==> config.mk <==
export PLATFORM = sky130hd
export DESIGN_NAME = udp_echo_initiator
export DESIGN_NICKNAME = d
export VERILOG_FILES = /design/src/rtl/octogen_udp_pkg.sv /design/src/rtl/octogen_sat_counter.sv /design/src/rtl/udp_echo_initiator.sv
export SDC_FILE = /design/constraint.sdc
export NUM_CORES = 1
export LEC_CHECK = 0
export ABC_AREA = 1
export CORE_ASPECT_RATIO = 1.2
export CORE_UTILIZATION = 52
export DETAILED_ROUTE_END_ITERATION = 12
export PLACE_DENSITY = 0.78
export SYNTH_ARGS = -nofsm -noshare
export SYNTH_HDL_FRONTEND = slang
export SYNTH_SLANG_ARGS = --single-unit
==> constraint.sdc <==
create_clock -name axis_clk -period 4.8 [get_ports axis_clk]
set_input_delay 1.44 -clock axis_clk [delete_from_list [all_inputs] [get_ports axis_clk]]
set_output_delay 1.44 -clock axis_clk [all_outputs]
set_load 0.02 [all_outputs]
==> src/rtl/octogen_udp_pkg.sv <==
`default_nettype none
// ============================================================================
// Module      : octogen_udp_pkg
// Description : Shared state encoding, default UDP ports and the test-payload
//               pattern used by the UDP echo initiator TX generator and RX checker.
// Revision    : 1.0 - initial release
// ============================================================================
package octogen_udp_pkg;

    typedef enum logic [2:0] {
        ST_IDLE     = 3'd0,
        ST_TX_HDR   = 3'd1,
        ST_TX_DATA  = 3'd2,
        ST_WAIT_RX  = 3'd3,
        ST_RX_CHECK = 3'd4,
        ST_RX_DRAIN = 3'd5,
        ST_GAP      = 3'd6
    } state_t;

    localparam logic [15:0] DEFAULT_SRC_PORT  = 16'd5000;
    localparam logic [15:0] DEFAULT_DEST_PORT = 16'd7;
    localparam int          IDX_W             = 11;

    // Bytes 0..3 carry the sequence number MSB first; later bytes ramp from seq[7:0].
    function automatic logic [7:0] pattern_byte(input logic [31:0] seq,
                                                input logic [IDX_W-1:0] idx);
        logic [7:0] b;
        case (idx)
            11'd0:   b = seq[31:24];
            11'd1:   b = seq[23:16];
            11'd2:   b = seq[15:8];
            11'd3:   b = seq[7:0];
            default: b = seq[7:0] + idx[7:0];
        endcase
        return b;
    endfunction

endpackage
`default_nettype wire

==> src/rtl/octogen_sat_counter.sv <==
`default_nettype none
// ============================================================================
// Module      : octogen_sat_counter
// Description : Statistics counter that increments on inc and holds at all-ones.
// Revision    : 1.0 - initial release
// ============================================================================
module octogen_sat_counter #(
    parameter int WIDTH = 32
) (
    input  logic             clk,
    input  logic             rst_n,
    input  logic             inc,
    output logic [WIDTH-1:0] count
);

    logic [WIDTH-1:0] count_q;
    logic [WIDTH-1:0] count_d;

    always_comb begin
        count_d = count_q;
        if (inc && (count_q != {WIDTH{1'b1}})) begin
            count_d = count_q + {{(WIDTH-1){1'b0}}, 1'b1};
        end
    end

    always_ff @(posedge clk or negedge rst_n) begin
        if (!rst_n) begin
            count_q <= '0;
        end else begin
            count_q <= count_d;
        end
    end

    assign count = count_q;

endmodule
`default_nettype wire

==> src/rtl/udp_echo_initiator.sv <==
`default_nettype none
// ============================================================================
// Module      : udp_echo_initiator
// Description : Sends sequence-numbered test datagrams into the UDP stack and
//               checks each echoed reply; keeps statistics and last round-trip time.
// Revision    : 1.0 - initial release
// ============================================================================
module udp_echo_initiator
    import octogen_udp_pkg::*;
#(
    parameter int          PAYLOAD_LEN    = 64,
    parameter logic [15:0] SRC_PORT       = DEFAULT_SRC_PORT,
    parameter logic [15:0] DEST_PORT      = DEFAULT_DEST_PORT,
    parameter int          TIMEOUT_CYCLES = 125000,
    parameter int          GAP_CYCLES     = 1250
) (
    input  logic        axis_clk,
    input  logic        axis_rst_n,
    input  logic        enable,
    input  logic [31:0] dest_ip,
    output logic        udp_tx_hdr_valid,
    input  logic        udp_tx_hdr_ready,
    output logic [31:0] udp_tx_dest_ip,
    output logic [15:0] udp_tx_src_port,
    output logic [15:0] udp_tx_dest_port,
    output logic [7:0]  udp_tx_tdata,
    output logic        udp_tx_tvalid,
    input  logic        udp_tx_tready,
    output logic        udp_tx_tlast,
    input  logic        udp_rx_hdr_valid,
    output logic        udp_rx_hdr_ready,
    input  logic [31:0] udp_rx_src_ip,
    input  logic [15:0] udp_rx_src_port,
    input  logic [15:0] udp_rx_dest_port,
    input  logic [7:0]  udp_rx_tdata,
    input  logic        udp_rx_tvalid,
    output logic        udp_rx_tready,
    input  logic        udp_rx_tlast,
    output logic [31:0] tx_count,
    output logic [31:0] rx_ok_count,
    output logic [31:0] err_count,
    output logic [31:0] timeout_count,
    output logic [31:0] drop_count,
    output logic [31:0] last_rtt,
    output logic        busy
);

    localparam logic [IDX_W-1:0] LAST_IDX = PAYLOAD_LEN[IDX_W-1:0] - 11'd1;
    localparam logic [31:0]      TMO_LAST = TIMEOUT_CYCLES[31:0] - 32'd1;
    // GAP lasts GAP_CYCLES cycles, but at least one so enable is always re-sampled there.
    localparam logic [31:0]      GAP_LAST = (GAP_CYCLES == 0) ? 32'd0 : (GAP_CYCLES[31:0] - 32'd1);

    function automatic logic [31:0] sat_inc(input logic [31:0] v);
        return (v == 32'hFFFF_FFFF) ? v : (v + 32'd1);
    endfunction

    state_t           state_q, state_d;
    logic [31:0]      seq_q, seq_d;
    logic [31:0]      ip_q, ip_d;
    logic [IDX_W-1:0] idx_q, idx_d;
    logic [31:0]      rtt_q, rtt_d;
    logic [31:0]      tmo_q, tmo_d;
    logic [31:0]      gap_q, gap_d;
    logic             err_q, err_d;
    logic [31:0]      last_rtt_q, last_rtt_d;
    logic             tx_hdr_valid_q, tx_hdr_valid_d;
    logic             tx_tvalid_q, tx_tvalid_d;
    logic [7:0]       tx_tdata_q, tx_tdata_d;
    logic             tx_tlast_q, tx_tlast_d;
    logic             rx_hdr_ready_q, rx_hdr_ready_d;
    logic             rx_tready_q, rx_tready_d;

    logic tx_inc, ok_inc, err_inc, tmo_inc, drop_inc;
    logic tx_hs, tx_beat, rx_hs, rx_beat, hdr_match, byte_err;

    always_comb begin
        state_d    = state_q;
        seq_d      = seq_q;
        ip_d       = ip_q;
        idx_d      = idx_q;
        rtt_d      = sat_inc(rtt_q);
        tmo_d      = sat_inc(tmo_q);
        gap_d      = gap_q;
        err_d      = err_q;
        last_rtt_d = last_rtt_q;
        tx_inc     = 1'b0;
        ok_inc     = 1'b0;
        err_inc    = 1'b0;
        tmo_inc    = 1'b0;
        drop_inc   = 1'b0;

        tx_hs     = tx_hdr_valid_q && udp_tx_hdr_ready;
        tx_beat   = tx_tvalid_q && udp_tx_tready;
        rx_hs     = rx_hdr_ready_q && udp_rx_hdr_valid;
        rx_beat   = rx_tready_q && udp_rx_tvalid;
        hdr_match = (udp_rx_src_ip == ip_q) && (udp_rx_src_port == DEST_PORT)
                    && (udp_rx_dest_port == SRC_PORT);
        // Wrong data, overrun, early tlast, or missing tlast on the final byte.
        byte_err  = (idx_q > LAST_IDX)
                    || (udp_rx_tdata != pattern_byte(seq_q, idx_q))
                    || (udp_rx_tlast != (idx_q == LAST_IDX));

        case (state_q)
            ST_IDLE: begin
                if (enable) begin
                    ip_d    = dest_ip;
                    idx_d   = '0;
                    state_d = ST_TX_HDR;
                end
            end
            ST_TX_HDR: begin
                if (tx_hs) begin
                    rtt_d   = '0;
                    tx_inc  = 1'b1;
                    idx_d   = '0;
                    state_d = ST_TX_DATA;
                end
            end
            ST_TX_DATA: begin
                if (tx_beat) begin
                    if (idx_q == LAST_IDX) begin
                        tmo_d   = '0;
                        state_d = ST_WAIT_RX;
                    end else begin
                        idx_d = idx_q + 11'd1;
                    end
                end
            end
            ST_WAIT_RX: begin
                if (rx_hs) begin
                    idx_d = '0;
                    if (hdr_match) begin
                        last_rtt_d = rtt_q;
                        err_d      = 1'b0;
                        state_d    = ST_RX_CHECK;
                    end else begin
                        state_d = ST_RX_DRAIN;
                    end
                end else if (tmo_q >= TMO_LAST) begin
                    tmo_inc = 1'b1;
                    seq_d   = seq_q + 32'd1;
                    gap_d   = '0;
                    state_d = ST_GAP;
                end
            end
            ST_RX_CHECK: begin
                if (rx_beat) begin
                    if (byte_err) begin
                        err_d = 1'b1;
                    end
                    if (idx_q != {IDX_W{1'b1}}) begin
                        idx_d = idx_q + 11'd1;
                    end
                    if (udp_rx_tlast) begin
                        err_inc = err_q || byte_err;
                        ok_inc  = !(err_q || byte_err);
                        seq_d   = seq_q + 32'd1;
                        gap_d   = '0;
                        state_d = ST_GAP;
                    end
                end
            end
            ST_RX_DRAIN: begin
                if (rx_beat && udp_rx_tlast) begin
                    drop_inc = 1'b1;
                    state_d  = ST_WAIT_RX;
                end
            end
            ST_GAP: begin
                if (gap_q >= GAP_LAST) begin
                    if (enable) begin
                        ip_d    = dest_ip;
                        idx_d   = '0;
                        state_d = ST_TX_HDR;
                    end else begin
                        state_d = ST_IDLE;
                    end
                end else begin
                    gap_d = gap_q + 32'd1;
                end
            end
            default: state_d = ST_IDLE;
        endcase

        // Handshake outputs are registered from the next state so they hold while stalled.
        tx_hdr_valid_d = (state_d == ST_TX_HDR);
        tx_tvalid_d    = (state_d == ST_TX_DATA);
        tx_tdata_d     = pattern_byte(seq_d, idx_d);
        tx_tlast_d     = (state_d == ST_TX_DATA) && (idx_d == LAST_IDX);
        rx_hdr_ready_d = (state_d == ST_WAIT_RX);
        rx_tready_d    = (state_d == ST_RX_CHECK) || (state_d == ST_RX_DRAIN);
    end

    always_ff @(posedge axis_clk or negedge axis_rst_n) begin
        if (!axis_rst_n) begin
            state_q        <= ST_IDLE;
            seq_q          <= '0;
            ip_q           <= '0;
            idx_q          <= '0;
            rtt_q          <= '0;
            tmo_q          <= '0;
            gap_q          <= '0;
            err_q          <= 1'b0;
            last_rtt_q     <= '0;
            tx_hdr_valid_q <= 1'b0;
            tx_tvalid_q    <= 1'b0;
            tx_tdata_q     <= '0;
            tx_tlast_q     <= 1'b0;
            rx_hdr_ready_q <= 1'b0;
            rx_tready_q    <= 1'b0;
        end else begin
            state_q        <= state_d;
            seq_q          <= seq_d;
            ip_q           <= ip_d;
            idx_q          <= idx_d;
            rtt_q          <= rtt_d;
            tmo_q          <= tmo_d;
            gap_q          <= gap_d;
            err_q          <= err_d;
            last_rtt_q     <= last_rtt_d;
            tx_hdr_valid_q <= tx_hdr_valid_d;
            tx_tvalid_q    <= tx_tvalid_d;
            tx_tdata_q     <= tx_tdata_d;
            tx_tlast_q     <= tx_tlast_d;
            rx_hdr_ready_q <= rx_hdr_ready_d;
            rx_tready_q    <= rx_tready_d;
        end
    end

    octogen_sat_counter #(.WIDTH(32)) u_tx_cnt (
        .clk(axis_clk), .rst_n(axis_rst_n), .inc(tx_inc), .count(tx_count));
    octogen_sat_counter #(.WIDTH(32)) u_ok_cnt (
        .clk(axis_clk), .rst_n(axis_rst_n), .inc(ok_inc), .count(rx_ok_count));
    octogen_sat_counter #(.WIDTH(32)) u_err_cnt (
        .clk(axis_clk), .rst_n(axis_rst_n), .inc(err_inc), .count(err_count));
    octogen_sat_counter #(.WIDTH(32)) u_tmo_cnt (
        .clk(axis_clk), .rst_n(axis_rst_n), .inc(tmo_inc), .count(timeout_count));
    octogen_sat_counter #(.WIDTH(32)) u_drop_cnt (
        .clk(axis_clk), .rst_n(axis_rst_n), .inc(drop_inc), .count(drop_count));

    assign udp_tx_hdr_valid = tx_hdr_valid_q;
    assign udp_tx_dest_ip   = ip_q;
    assign udp_tx_src_port  = SRC_PORT;
    assign udp_tx_dest_port = DEST_PORT;
    assign udp_tx_tdata     = tx_tdata_q;
    assign udp_tx_tvalid    = tx_tvalid_q;
    assign udp_tx_tlast     = tx_tlast_q;
    assign udp_rx_hdr_ready = rx_hdr_ready_q;
    assign udp_rx_tready    = rx_tready_q;
    assign last_rtt         = last_rtt_q;
    assign busy             = (state_q != ST_IDLE);

endmodule
`default_nettype wire
==> run summary <==
CTS H-Tree Depth - 2
Fin cells - 4147
Final HPWL DP - 62470 um
DR iter-0 viols - 1848
Final Cell Area - 29210 um2
Primary FF master, synth - dfrtp_1
Crit Path Category - in2reg
Initial antenna violation count - 0
Mapped Avg Cell Area - 7.400 um2
Post-DP Area - 27650 um2
Layout cell share with drive strength beyond 1 - 0.06438
Antenna diodes - 0
Die X - 195.3 um
Vias in the first global route - 22763
Latest clock arrival within the worst-skew pair - 0.60 ns
Initial Util - 0.5293
Largest net degree at the start of global routing - 99
Die area - 45680 um2
CTS Sinks - 380
Tot Pwr - 13.86 mW
First-pass DRT Iterations - 6
Routed WL - 79880 um
Fin Hold WS - 0.4741 ns
Max rail drop VDD - 397.0 uV
Count of final setup violators - 0
Hold-fix buffers at CTS - 0
Crit path max fanout - 6
DRC violations left - 0
Fin. max-slew vios - 0
Post-synthesis cell count - 3150
CTS resizes - 0
Setup TNS - 0 ns
Max Buffers Root-to-Sink - 3
Clock slew at reported path FFs - 0.06 ns
Hold Vio Cnt, Final - 0
Unrepaired setup endpoints after global routing - false
FFs w/ async S/R, synth - 1.000
Measured slew at the worst slew-check pin - 0.9897 ns
Core area - 44040 um2
Antenna Violating Nets Remaining - 0
F_max - 235.3 MHz
Num rows - 84
Crit path launch type - input port
Grt total ovfl - 0
Tcrit/Tclk final - 0.8853
Yosys reg bits - 380
Area grow syn2layout - 25.32%
First-pass GRT wire length - 123400 um
GP Congestion - 0.9846
Post-CTS Setup Bufs - 0
Leak - 13.53 nW
Die Span Y - 233.9 um
Routed wire length per instance - 19.26 um
I/O Buffers - 349
Max_cap viols - 0
Via count - 23212
Placed Cells incl. Taps - 4070
CP endpoint kind - flop
Arrival time of the worst setup path - 4.78 ns
CP Data Required Time - 5.33 ns
Hold Path Class - reg2reg
Unique masters post-synth - 59
Sequential area share after synthesis - 0.4080
Vias per cell - 5.597
PD cells - 474.3 nW/um2
Total CTS buffers - 43
Count of flip-flops with a built-in enable after synthesis - 0
Skew final - 0.01814 ns
Io pins - 382
Total Nets Final - 3699
Total GRT Usage - 0.3472
Min cycle time layout - 4.249 ns
Status - finished clean
CTS tree - done
Slew headroom - 0.3379
Mapped cell area - 23310 um2
Clk root buf - clkbuf_16
Yosys warning count - 0
-- Yosys cell counts (6+ instances only) --
library cell | number | area share
dfrtp_1 | 380 | 0.41
buf_4 | 41 | 0.013
xnor2_1 | 51 | 0.019
o211ai_1 | 13 | 0.0042
nand4_1 | 106 | 0.028
inv_2 | 14 | 0.0023
xor2_1 | 135 | 0.051
o21ai_0 | 113 | 0.024
nor2_2 | 9 | 0.0024
mux2_2 | 24 | 0.012
inv_1 | 397 | 0.064
nor3_1 | 131 | 0.028
a21oi_1 | 84 | 0.018
o21ai_1 | 14 | 0.0030
nor2_4 | 14 | 0.0068
nand2_2 | 9 | 0.0024
buf_2 | 11 | 0.0024
nor3b_1 | 7 | 0.0023
o21a_1 | 6 | 0.0019
nand3b_1 | 27 | 0.0087
ha_1 | 29 | 0.016
nand3_1 | 212 | 0.046
a211oi_1 | 11 | 0.0035
nor4_1 | 50 | 0.013
nor2_1 | 342 | 0.055
clkbuf_1 | 23 | 0.0037
o22ai_1 | 13 | 0.0035
nand2_1 | 811 | 0.13
-- sequential cells by signal (all words and copies together), names as in the netlist --
register and cells:
gap_q 32, last_rtt 32, rtt_q 32, seq_q 32, tmo_q 32, u_drop_cnt.count 32
u_err_cnt.count 32, u_ok_cnt.count 32, u_tmo_cnt.count 32, u_tx_cnt.count 32, udp_tx_dest_ip 32, idx_q 11
udp_tx_tdata 8, state_q 3, err_q 1, udp_rx_hdr_ready 1, udp_rx_tready 1, udp_tx_hdr_valid 1
udp_tx_tlast 1, udp_tx_tvalid 1
-- power by group --
part	internal [mW]	switching, mW	leakage, nW
clock network	2.25	1.44	0.764
registers	3.73	0.812	4.88
logic	2.04	3.59	7.88
total	8.02	5.84	13.5
-- metrics by stage --
| stage | util | worst slack, ns |
|---|---|---|
| detailed placement | 0.6279 | 0.04349 |
| CTS | 0.6633 | 0.6187 |
| floorplan | - | 0.6232 |
| finish | 0.6633 | 0.5506 |
| global route | 0.6633 | 0.2477 |
| global placement | 0.6279 | 0.04133 |
-- area by class of cell --
| cell class | count | area (um2) |
|---|---|---|
| well taps | 559 | 699.4 |
| inverters | 415 | 1558 |
| clock buffers | 55 | 1191 |
| repair buffers | 413 | 4029 |
| flip-flops and latches | 380 | 9509 |
| clock inverters | 22 | 366.6 |
| multi-input cells | 2303 | 11860 |
| fillers | 3826 | 14830 |
-- placed cells by master, fill, tap and decap left out, drive strengths merged, types with 27 or more instances in the layout --
master / n
a21oi: 84
buf: 65
clkbuf: 55
clkdlybuf4s50: 348
conb: 32
dfrtp: 380
ha: 29
inv: 414
nand2: 822
nand3: 217
nand3b: 27
nand4: 108
nor2: 365
nor3: 136
nor4: 50
o21ai: 131
xnor2: 51
xor2: 135
-- cells by family after synthesis --
family | count (synthesis) | synth area share
other | 2 | 0.0003222
and+or+nand+nor | 1741 | 0.3336
adders and majority gates | 31 | 0.01729
xor gates and xnor gates | 186 | 0.06989
AOI/OAI and AO/OA | 289 | 0.07113
DFF | 380 | 0.4080
buffers and inverters | 497 | 0.08825
muxes | 24 | 0.01159
-- layer usage --
metal  up-vias  GRT usage  part of all wire
met5         -          0                 0
met4         0     0.1538             0.041
met3       185    0.06918             0.078
met2       960     0.5936              0.48
met1     11070     0.4256              0.40
li1      10997          -                 -
-- worst paths after layout --
| check | start | endpoint | slack, ns | depth (start not counted) |
|---|---|---|---|---|
| min | last_rtt[2] | last_rtt[2] | 0.47 | 2 |
| max in group asynchronous | axis_rst_n | seq_q[26] | 2.97 | 2 |
| max reg2reg | tmo_q[0] | udp_tx_tdata[6] | 0.78 | 21 |
| max | udp_rx_tlast | udp_tx_tdata[6] | 0.55 | 17 |
| min in group asynchronous | axis_rst_n | u_drop_cnt.count[0] | 0.87 | 1 |
| min reg2reg | last_rtt[2] | last_rtt[2] | 0.47 | 2 |
-- critical path, stage by stage --
cell	delay, ns
clkdlybuf4s50_1	0.59
inv_1	0.09
nor2_1	0.12
clkinv_1	0.12
nor2_1	0.27
buf_4	0.22
a22oi_1	0.09
o211ai_1	0.20
buf_4	0.19
inv_1	0.05
fa_1	0.44
o21ai_0	0.26
a21oi_1	0.11
o21ai_0	0.20
xor2_1	0.18
nand3_1	0.11
nand2_1	0.10
(Power assumes the default switching activity.)
